### src/rtl/branch_predictor_2bit_pkg.sv
// Shared definitions for the 2-bit branch predictor: opcode, counter encodings, PC slice helpers.
package branch_predictor_2bit_pkg;

  localparam logic [6:0] B_TYPE = 7'b1100011;

  // Encodings for the default 2-bit direction counter
  localparam logic [1:0] STRONG_NT = 2'b00;
  localparam logic [1:0] WEAK_NT   = 2'b01;
  localparam logic [1:0] WEAK_T    = 2'b10;
  localparam logic [1:0] STRONG_T  = 2'b11;

  // Weakly-not-taken for an n-bit counter: 01..1
  function automatic logic [63:0] cnt_weak_nt(input int unsigned n);
    return (64'd1 << (n - 1)) - 64'd1;
  endfunction

  // Weakly-taken for an n-bit counter: 10..0
  function automatic logic [63:0] cnt_weak_t(input int unsigned n);
    return 64'd1 << (n - 1);
  endfunction

  // Table index: pc[ib+1:2]
  function automatic logic [63:0] pc_index(input logic [63:0] pc, input int unsigned ib);
    return (pc >> 2) & ((64'd1 << ib) - 64'd1);
  endfunction

  // Partial tag: pc[ib+tb+1:ib+2]
  function automatic logic [63:0] pc_tag(input logic [63:0] pc, input int unsigned ib,
                                         input int unsigned tb);
    return (pc >> (ib + 2)) & ((64'd1 << tb) - 64'd1);
  endfunction

endpackage

### src/rtl/branch_predictor_2bit_if.sv
// Predictor bus: IF/ID lookup, EX/MEM resolution, clear, prediction and statistics.
//   master: pipeline side (drives lookup/resolution), slave: predictor.
interface branch_predictor_2bit_if #(
  parameter int unsigned DATA_WIDTH = 32,
  parameter int unsigned PERF_WIDTH = 16
);
  logic                  i_bp_clear;
  logic [6:0]            if_id_opcode;
  logic [DATA_WIDTH-1:0] if_pc;
  logic [6:0]            ex_mem_opcode;
  logic [DATA_WIDTH-1:0] ex_mem_pc;
  logic                  ex_mem_branch_taken;
  logic [DATA_WIDTH-1:0] ex_mem_branch_target;
  logic                  ex_mem_predicted;
  logic                  prediction;
  logic [DATA_WIDTH-1:0] branch_target;
  logic                  bp_hit;
  logic [PERF_WIDTH-1:0] branch_count;
  logic [PERF_WIDTH-1:0] mispredict_count;

  modport master (
    output i_bp_clear, if_id_opcode, if_pc, ex_mem_opcode, ex_mem_pc,
           ex_mem_branch_taken, ex_mem_branch_target, ex_mem_predicted,
    input  prediction, branch_target, bp_hit, branch_count, mispredict_count
  );

  modport slave (
    input  i_bp_clear, if_id_opcode, if_pc, ex_mem_opcode, ex_mem_pc,
           ex_mem_branch_taken, ex_mem_branch_target, ex_mem_predicted,
    output prediction, branch_target, bp_hit, branch_count, mispredict_count
  );
endinterface

### src/rtl/branch_predictor_2bit_sat_counter.sv
// Up/down saturating direction counter with load; resets to weakly-not-taken.
//   i_load/i_load_val: overwrite (priority), i_inc/i_dec: step, o_cnt: current value.
module bp_sat_counter
  import branch_predictor_2bit_pkg::*;
#(
  parameter int unsigned CNT_BITS = 2
) (
  input  logic                i_clk,
  input  logic                i_rst_n,
  input  logic                i_load,
  input  logic [CNT_BITS-1:0] i_load_val,
  input  logic                i_inc,
  input  logic                i_dec,
  output logic [CNT_BITS-1:0] o_cnt
);
  localparam logic [CNT_BITS-1:0] L_WEAK_NT = CNT_BITS'(cnt_weak_nt(CNT_BITS));

  logic [CNT_BITS-1:0] r_cnt;

  always_ff @(posedge i_clk or negedge i_rst_n) begin
    if (!i_rst_n) begin
      r_cnt <= L_WEAK_NT;
    end else if (i_load) begin
      r_cnt <= i_load_val;
    end else if (i_inc && (r_cnt != '1)) begin
      r_cnt <= r_cnt + CNT_BITS'(1);
    end else if (i_dec && (r_cnt != '0)) begin
      r_cnt <= r_cnt - CNT_BITS'(1);
    end
  end

  assign o_cnt = r_cnt;
endmodule

### src/rtl/branch_predictor_2bit.sv
// Direct-mapped BTB with per-entry saturating direction counters, valid bits and partial tags.
//   i_clk/i_rst_n: clock, async active-low reset; bp: lookup, resolution, clear, outputs, stats.
//   Lookup is combinational and sees pre-update contents; updates land on the next edge.
module branch_predictor_2bit
  import branch_predictor_2bit_pkg::*;
#(
  parameter int unsigned DATA_WIDTH = 32,
  parameter int unsigned INDEX_BITS = 3,
  parameter int unsigned TAG_BITS   = 8,
  parameter int unsigned CNT_BITS   = 2,
  parameter int unsigned PERF_WIDTH = 16
) (
  input  logic               i_clk,
  input  logic               i_rst_n,
  branch_predictor_2bit_if.slave bp
);
  localparam int unsigned DEPTH = 2 ** INDEX_BITS;
  localparam logic [CNT_BITS-1:0] L_WEAK_NT = CNT_BITS'(cnt_weak_nt(CNT_BITS));
  localparam logic [CNT_BITS-1:0] L_WEAK_T  = CNT_BITS'(cnt_weak_t(CNT_BITS));

  logic [DEPTH-1:0]      r_valid;
  logic [TAG_BITS-1:0]   r_tag    [DEPTH];
  logic [DATA_WIDTH-1:0] r_target [DEPTH];
  logic [CNT_BITS-1:0]   w_cnt    [DEPTH];
  logic [PERF_WIDTH-1:0] r_branch_count;
  logic [PERF_WIDTH-1:0] r_mispredict_count;

  logic [INDEX_BITS-1:0] w_if_idx, w_ex_idx;
  logic [TAG_BITS-1:0]   w_if_tag, w_ex_tag;
  logic                  w_ex_btype, w_upd, w_ex_hit, w_hit, w_pred;
  logic [CNT_BITS-1:0]   w_load_val;

  // Address slicing for both ports
  assign w_if_idx = INDEX_BITS'(pc_index(64'(bp.if_pc), INDEX_BITS));
  assign w_if_tag = TAG_BITS'(pc_tag(64'(bp.if_pc), INDEX_BITS, TAG_BITS));
  assign w_ex_idx = INDEX_BITS'(pc_index(64'(bp.ex_mem_pc), INDEX_BITS));
  assign w_ex_tag = TAG_BITS'(pc_tag(64'(bp.ex_mem_pc), INDEX_BITS, TAG_BITS));

  // Resolution side: clear takes precedence over the table write
  assign w_ex_btype = (bp.ex_mem_opcode == B_TYPE);
  assign w_upd      = w_ex_btype && !bp.i_bp_clear;
  assign w_ex_hit   = r_valid[w_ex_idx] && (r_tag[w_ex_idx] == w_ex_tag);
  assign w_load_val = bp.ex_mem_branch_taken ? L_WEAK_T : L_WEAK_NT;

  // Lookup side
  assign w_hit = (bp.if_id_opcode == B_TYPE) && r_valid[w_if_idx] && (r_tag[w_if_idx] == w_if_tag);
  assign w_pred = w_hit && w_cnt[w_if_idx][CNT_BITS-1];
  assign bp.bp_hit        = w_hit;
  assign bp.prediction    = w_pred;
  assign bp.branch_target = w_pred ? r_target[w_if_idx] : '0;

  // Per-entry direction counters: load on allocate, step on hit
  for (genvar g = 0; g < DEPTH; g++) begin : g_entry
    logic w_sel;
    assign w_sel = (w_ex_idx == INDEX_BITS'(g));
    bp_sat_counter #(.CNT_BITS(CNT_BITS)) u_cnt (
      .i_clk      (i_clk),
      .i_rst_n    (i_rst_n),
      .i_load     (w_upd && !w_ex_hit && w_sel),
      .i_load_val (w_load_val),
      .i_inc      (w_upd && w_ex_hit && w_sel && bp.ex_mem_branch_taken),
      .i_dec      (w_upd && w_ex_hit && w_sel && !bp.ex_mem_branch_taken),
      .o_cnt      (w_cnt[g])
    );
  end

  // Valid/tag/target storage
  always_ff @(posedge i_clk or negedge i_rst_n) begin
    if (!i_rst_n) begin
      r_valid  <= '0;
      r_tag    <= '{default: '0};
      r_target <= '{default: '0};
    end else if (bp.i_bp_clear) begin
      r_valid <= '0;
    end else if (w_upd) begin
      if (!w_ex_hit) begin
        r_valid[w_ex_idx]  <= 1'b1;
        r_tag[w_ex_idx]    <= w_ex_tag;
        r_target[w_ex_idx] <= bp.ex_mem_branch_taken ? bp.ex_mem_branch_target : '0;
      end else if (bp.ex_mem_branch_taken) begin
        r_target[w_ex_idx] <= bp.ex_mem_branch_target;
      end
    end
  end

  // Saturating statistics; they count even while the table is being cleared
  always_ff @(posedge i_clk or negedge i_rst_n) begin
    if (!i_rst_n) begin
      r_branch_count     <= '0;
      r_mispredict_count <= '0;
    end else if (w_ex_btype) begin
      if (r_branch_count != '1) begin
        r_branch_count <= r_branch_count + PERF_WIDTH'(1);
      end
      if ((bp.ex_mem_predicted != bp.ex_mem_branch_taken) && (r_mispredict_count != '1)) begin
        r_mispredict_count <= r_mispredict_count + PERF_WIDTH'(1);
      end
    end
  end

  assign bp.branch_count     = r_branch_count;
  assign bp.mispredict_count = r_mispredict_count;
endmodule
### src/flat_wrapper.sv
// flat-port wrapper written by rule: the top's interface ports become plain ports
module branch_predictor_2bit_flat import branch_predictor_2bit_pkg::*;
#(
  parameter int unsigned DATA_WIDTH = 32,
  parameter int unsigned INDEX_BITS = 3,
  parameter int unsigned TAG_BITS   = 8,
  parameter int unsigned CNT_BITS   = 2,
  parameter int unsigned PERF_WIDTH = 16
)
  (i_clk, i_rst_n, bp_i_bp_clear, bp_if_id_opcode, bp_if_pc, bp_ex_mem_opcode, bp_ex_mem_pc, bp_ex_mem_branch_taken, bp_ex_mem_branch_target, bp_ex_mem_predicted, bp_prediction, bp_branch_target, bp_bp_hit, bp_branch_count, bp_mispredict_count);
  branch_predictor_2bit_if #(.DATA_WIDTH(DATA_WIDTH), .PERF_WIDTH(PERF_WIDTH)) bp_i ();
  input  logic i_clk;
  input  logic i_rst_n;
  input wire logic [$bits(bp_i.i_bp_clear)-1:0] bp_i_bp_clear;
  input wire logic [$bits(bp_i.if_id_opcode)-1:0] bp_if_id_opcode;
  input wire logic [$bits(bp_i.if_pc)-1:0] bp_if_pc;
  input wire logic [$bits(bp_i.ex_mem_opcode)-1:0] bp_ex_mem_opcode;
  input wire logic [$bits(bp_i.ex_mem_pc)-1:0] bp_ex_mem_pc;
  input wire logic [$bits(bp_i.ex_mem_branch_taken)-1:0] bp_ex_mem_branch_taken;
  input wire logic [$bits(bp_i.ex_mem_branch_target)-1:0] bp_ex_mem_branch_target;
  input wire logic [$bits(bp_i.ex_mem_predicted)-1:0] bp_ex_mem_predicted;
  output wire logic [$bits(bp_i.prediction)-1:0] bp_prediction;
  output wire logic [$bits(bp_i.branch_target)-1:0] bp_branch_target;
  output wire logic [$bits(bp_i.bp_hit)-1:0] bp_bp_hit;
  output wire logic [$bits(bp_i.branch_count)-1:0] bp_branch_count;
  output wire logic [$bits(bp_i.mispredict_count)-1:0] bp_mispredict_count;
  assign bp_i.i_bp_clear = bp_i_bp_clear;
  assign bp_i.if_id_opcode = bp_if_id_opcode;
  assign bp_i.if_pc = bp_if_pc;
  assign bp_i.ex_mem_opcode = bp_ex_mem_opcode;
  assign bp_i.ex_mem_pc = bp_ex_mem_pc;
  assign bp_i.ex_mem_branch_taken = bp_ex_mem_branch_taken;
  assign bp_i.ex_mem_branch_target = bp_ex_mem_branch_target;
  assign bp_i.ex_mem_predicted = bp_ex_mem_predicted;
  assign bp_prediction = bp_i.prediction;
  assign bp_branch_target = bp_i.branch_target;
  assign bp_bp_hit = bp_i.bp_hit;
  assign bp_branch_count = bp_i.branch_count;
  assign bp_mispredict_count = bp_i.mispredict_count;
  branch_predictor_2bit #(.DATA_WIDTH(DATA_WIDTH), .INDEX_BITS(INDEX_BITS), .TAG_BITS(TAG_BITS), .CNT_BITS(CNT_BITS), .PERF_WIDTH(PERF_WIDTH)) u_core (.i_clk(i_clk), .i_rst_n(i_rst_n), .bp(bp_i));
endmodule
### config.mk
export PLATFORM = sky130hd
export DESIGN_NAME = branch_predictor_2bit_flat
export DESIGN_NICKNAME = d
export VERILOG_FILES = /design/src/rtl/branch_predictor_2bit_pkg.sv /design/src/rtl/branch_predictor_2bit_if.sv /design/src/rtl/branch_predictor_2bit_sat_counter.sv /design/src/rtl/branch_predictor_2bit.sv /design/src/flat_wrapper.sv
export SDC_FILE = /design/constraint.sdc
export NUM_CORES = 1
export LEC_CHECK = 0
export BUFFER_PORTS_ARGS = -buffer_cell sky130_fd_sc_hd__buf_2
export CORE_ASPECT_RATIO = 1.25
export CORE_MARGIN = 2
export CORE_UTILIZATION = 64
export CTS_CLUSTER_DIAMETER = 150
export DETAILED_ROUTE_END_ITERATION = 7
export PLACE_DENSITY = 0.92
export SLEW_MARGIN = 20
export SYNTH_ARGS = -nofsm -noshare
export SYNTH_HDL_FRONTEND = slang
export SYNTH_SLANG_ARGS = --single-unit
export TNS_END_PERCENT = 100
### constraint.sdc
create_clock -name i_clk -period 9.14 [get_ports i_clk]
set_input_delay 0.914 -clock i_clk [delete_from_list [all_inputs] [get_ports i_clk]]
set_output_delay 0.914 -clock i_clk [all_outputs]
set_load 0.01 [all_outputs]
==> summary.md <==
| Metric | Value |
|---|---|
| Rel. slew slack | 0.252 |
| Final instance area | 20,200 sq um |
| Final Util | 0.717 |
| Status | completed |
| Final WL | 48.3 mm |
| Tot Pwr | 3460 uW |
| Arr. time, crit path | 4570 ps |
| Most frequent cells in the layout | dfrtp_1 (368), a22o_1 (256), buf_2 (135), mux4_2 (92), nor2_1 (77) |
| Drt drc | 0 |
| Post-placement cell count | 1,760 |
| Syn_nets | 1,510 |
| Via-to-Cell Ratio | 7.20 |
| Final HPWL DP | 26.6 mm |
| Synth top area cells | dfrtp_1 (51%), a22o_1 (12%), mux4_2 (11%) |
| Final period utilization | 0.600 |
| Antenna violations before repair | 3 |
| #FFs+latches synth | 376 |
| Ys Warns | 0 |
| Multi-input logic area | 8120 sq um |
| Final #Nets | 1,563 |
| Via Count | 13.2k |
| Clock root buffer | clkbuf_16 |
| Post-synthesis async set-or-reset flop share | 1.00 |
| Measured slew at the worst slew-check pin | 1120 ps |
| Synth area leader | dfrtp_1 |
| Die Height | 193 um |
| Placed inst area | 18,900 sq um |
| Hold Fails Final Rpt | 0 |
| Grt ovf | 0 |
| Filler cells | 1,731 |
| Vias in the first global route | 13.8k |
| Syn Inst Count | 1,393 |
| Clock slew at reported path FFs | 60 ps |
| Fraction of layout cells with a size suffix above 1 | 0.289 |
| First-pass GRT wire length | 76.6 mm |
| Non-Filler Instances | 1,835 |
| LEAKAGE | 0.00961 uW |
| CP required | 8230 ps |
| Initial Util | 0.645 |
| CTS tree | done |
| Final setup viols | 0 |
| Core area | 28,200 sq um |
| Element type at the critical path end | output pin |
| Met1 GRT Util | 0.430 |
| Total negative slack | 0 ps |
| Slew Limit Fails | 0 |
| Largest net degree at the start of global routing | 138 |
| Post-synthesis cell area | 18,200 sq um |
| RSZ-0062 raised after global routing | no |
| DRT antenna net count | 0 |
| Post_cts resized | 0 |
| CTS Buf Count | 38 |
| Post-CTS Hold Fix Bufs | 0 |
| Max VDD drop | 133 uV |
| Worst Setup Start Kind | input port |
| Initial DRC count | 1,178 |
| PortBufs | 138 |
| Worst Setup Path Type | in2out |
| Gr usage total | 0.330 |
| Clock buffer depth | 3 |
| Main synth FF type | dfrtp_1 |
| I/O Pins | 181 |
| Crit path max fanout | 44 |
| Placement row count | 69 |
| Global-route track usage on met3 | 0.0627 |
| Worst Reg-to-Reg Cells | 7 |
| Worst reg2reg setup slack | 5680 ps |
| Max-cap viol count | 0 |
| Post-CTS setup buffer count | 0 |
| Met2 track demand over resource | 0.531 |
| Die Footprint | 29,800 sq um |
| Most common cell after layout, fill and taps aside | dfrtp_1 |
| Chip width | 155 um |
| Storage cell area | 9420 sq um |
| F_max | 0.182 GHz |
| WL/cell | 26.3 um |
| H-tree lvl count | 2 |
| Number of flops mapped to enable cells by yosys | 0 |
| Skew final | 27.1 ps |
| Busiest grt layer | met2 |
| Min cycle time layout | 5480 ps |
| TritonRoute pass-1 iters | 5 |
| Synth cell types | 65 |
| Clock Latency Late Sink | 540 ps |
| Share of the synthesized area in the top cell type | 0.506 |
| Power Density | 171 nW/um^2 |
| Avg Inst Size Synth | 13.1 sq um |
| Min-Delay Path Class | in2async |
| Placer Congestion | 0.813 |
| Area Growth Syn to Fin | 11.2% |
| CTS sink count | 376 |
| Seq/Total Area, Yosys | 0.517 |
-- synthesized netlist by cell type (6+ instances only) --
cell and n:
and3_1 8, nor3_1 16, or2_2 6, o31ai_1 8
nand3_1 27, a22o_1 256, o21ai_0 11, o31ai_2 6
buf_1 49, mux2_2 74, o21ai_4 8, xor2_1 16
xnor2_1 26, o31a_1 9, dfstp_2 8, nand3b_1 8
mux4_2 92, nand4_1 11, nor4b_1 8, inv_1 18
or3_1 7, clkbuf_1 67, dfrtp_1 368, mux2i_1 54
buf_6 7, nand2_1 50, nor2b_1 6, nor2_1 77
buf_2 21
-- cells by family after synthesis --
logic type / after synthesis / synth area share
and+or+nand+nor: 247 / 0.0677
xor gates and xnor gates: 42 / 0.0202
muxes: 221 / 0.190
adders and majority gates: 2 / 0.00137
buffers and inverters: 168 / 0.0405
AOI/OAI and AO/OA: 337 / 0.163
DFF: 376 / 0.517
-- worst paths after layout --
path	from	endpoint
max in group asynchronous	i_rst_n	u_core.r_valid[6]
setup reg to reg	u_core.r_tag[0]	u_core.r_tag[10]
hold / removal	i_rst_n	u_core.r_target[235]
hold reg to reg	u_core.bp.mispredict_count[13]	u_core.bp.mispredict_count[13]
setup / recovery	bp_if_pc[2]	bp_branch_target[10]
min in group i_clk	u_core.bp.mispredict_count[13]	u_core.bp.mispredict_count[13]
-- worst max-delay path: stages --
cell	delay, ps
buf_6	510
buf_4	780
mux4_2	600
mux2i_1	170
xnor2_1	130
nor4_1	180
nand3_1	190
or2_2	640
nor2_1	210
buf_2	150
-- power by group --
group	internal (uW)	switching, uW	leakage (uW)
Clock	894	663	0.000627
Sequential	1680	15.7	0.00519
Combinational	71.5	128	0.00379
Total	2650	807	0.00961
-- metrics by stage --
stage	setup WS [ps]	hold slack, ps
after floorplan	4810	461
after global placement	3750	473
after detailed placement	3650	475
after CTS	3610	489
after global routing	3290	351
final	3660	293
-- flip-flops by register name (all words and copies together) (netlist names) --
signal                      count
u_core.r_target               256
u_core.r_tag                   64
u_core.bp.branch_count         16
u_core.bp.mispredict_count     16
u_core.g_entry.u_cnt.o_cnt     16
u_core.r_valid                  8
-- metal layers --
| metal | up-vias | wire length (um) |
|---|---|---|
| met2 | 876 | 23600 |
| met3 | 207 | 4400 |
| met1 | 6723 | 17800 |
| li1 | 5403 | - |
| met5 | - | 0 |
| met4 | 0 | 2440 |
-- layout make-up --
class                           count  area share
Sequential cell                   376       0.465
Multi-Input combinational cell    849       0.401
Clock buffer                       58      0.0581
Timing Repair Buffer              163      0.0457
Tap cell                          355      0.0219
Clock inverter                     12     0.00433
Inverter                           18     0.00334
Antenna cell                        4    0.000494
Power figures use the tool's default switching activity.
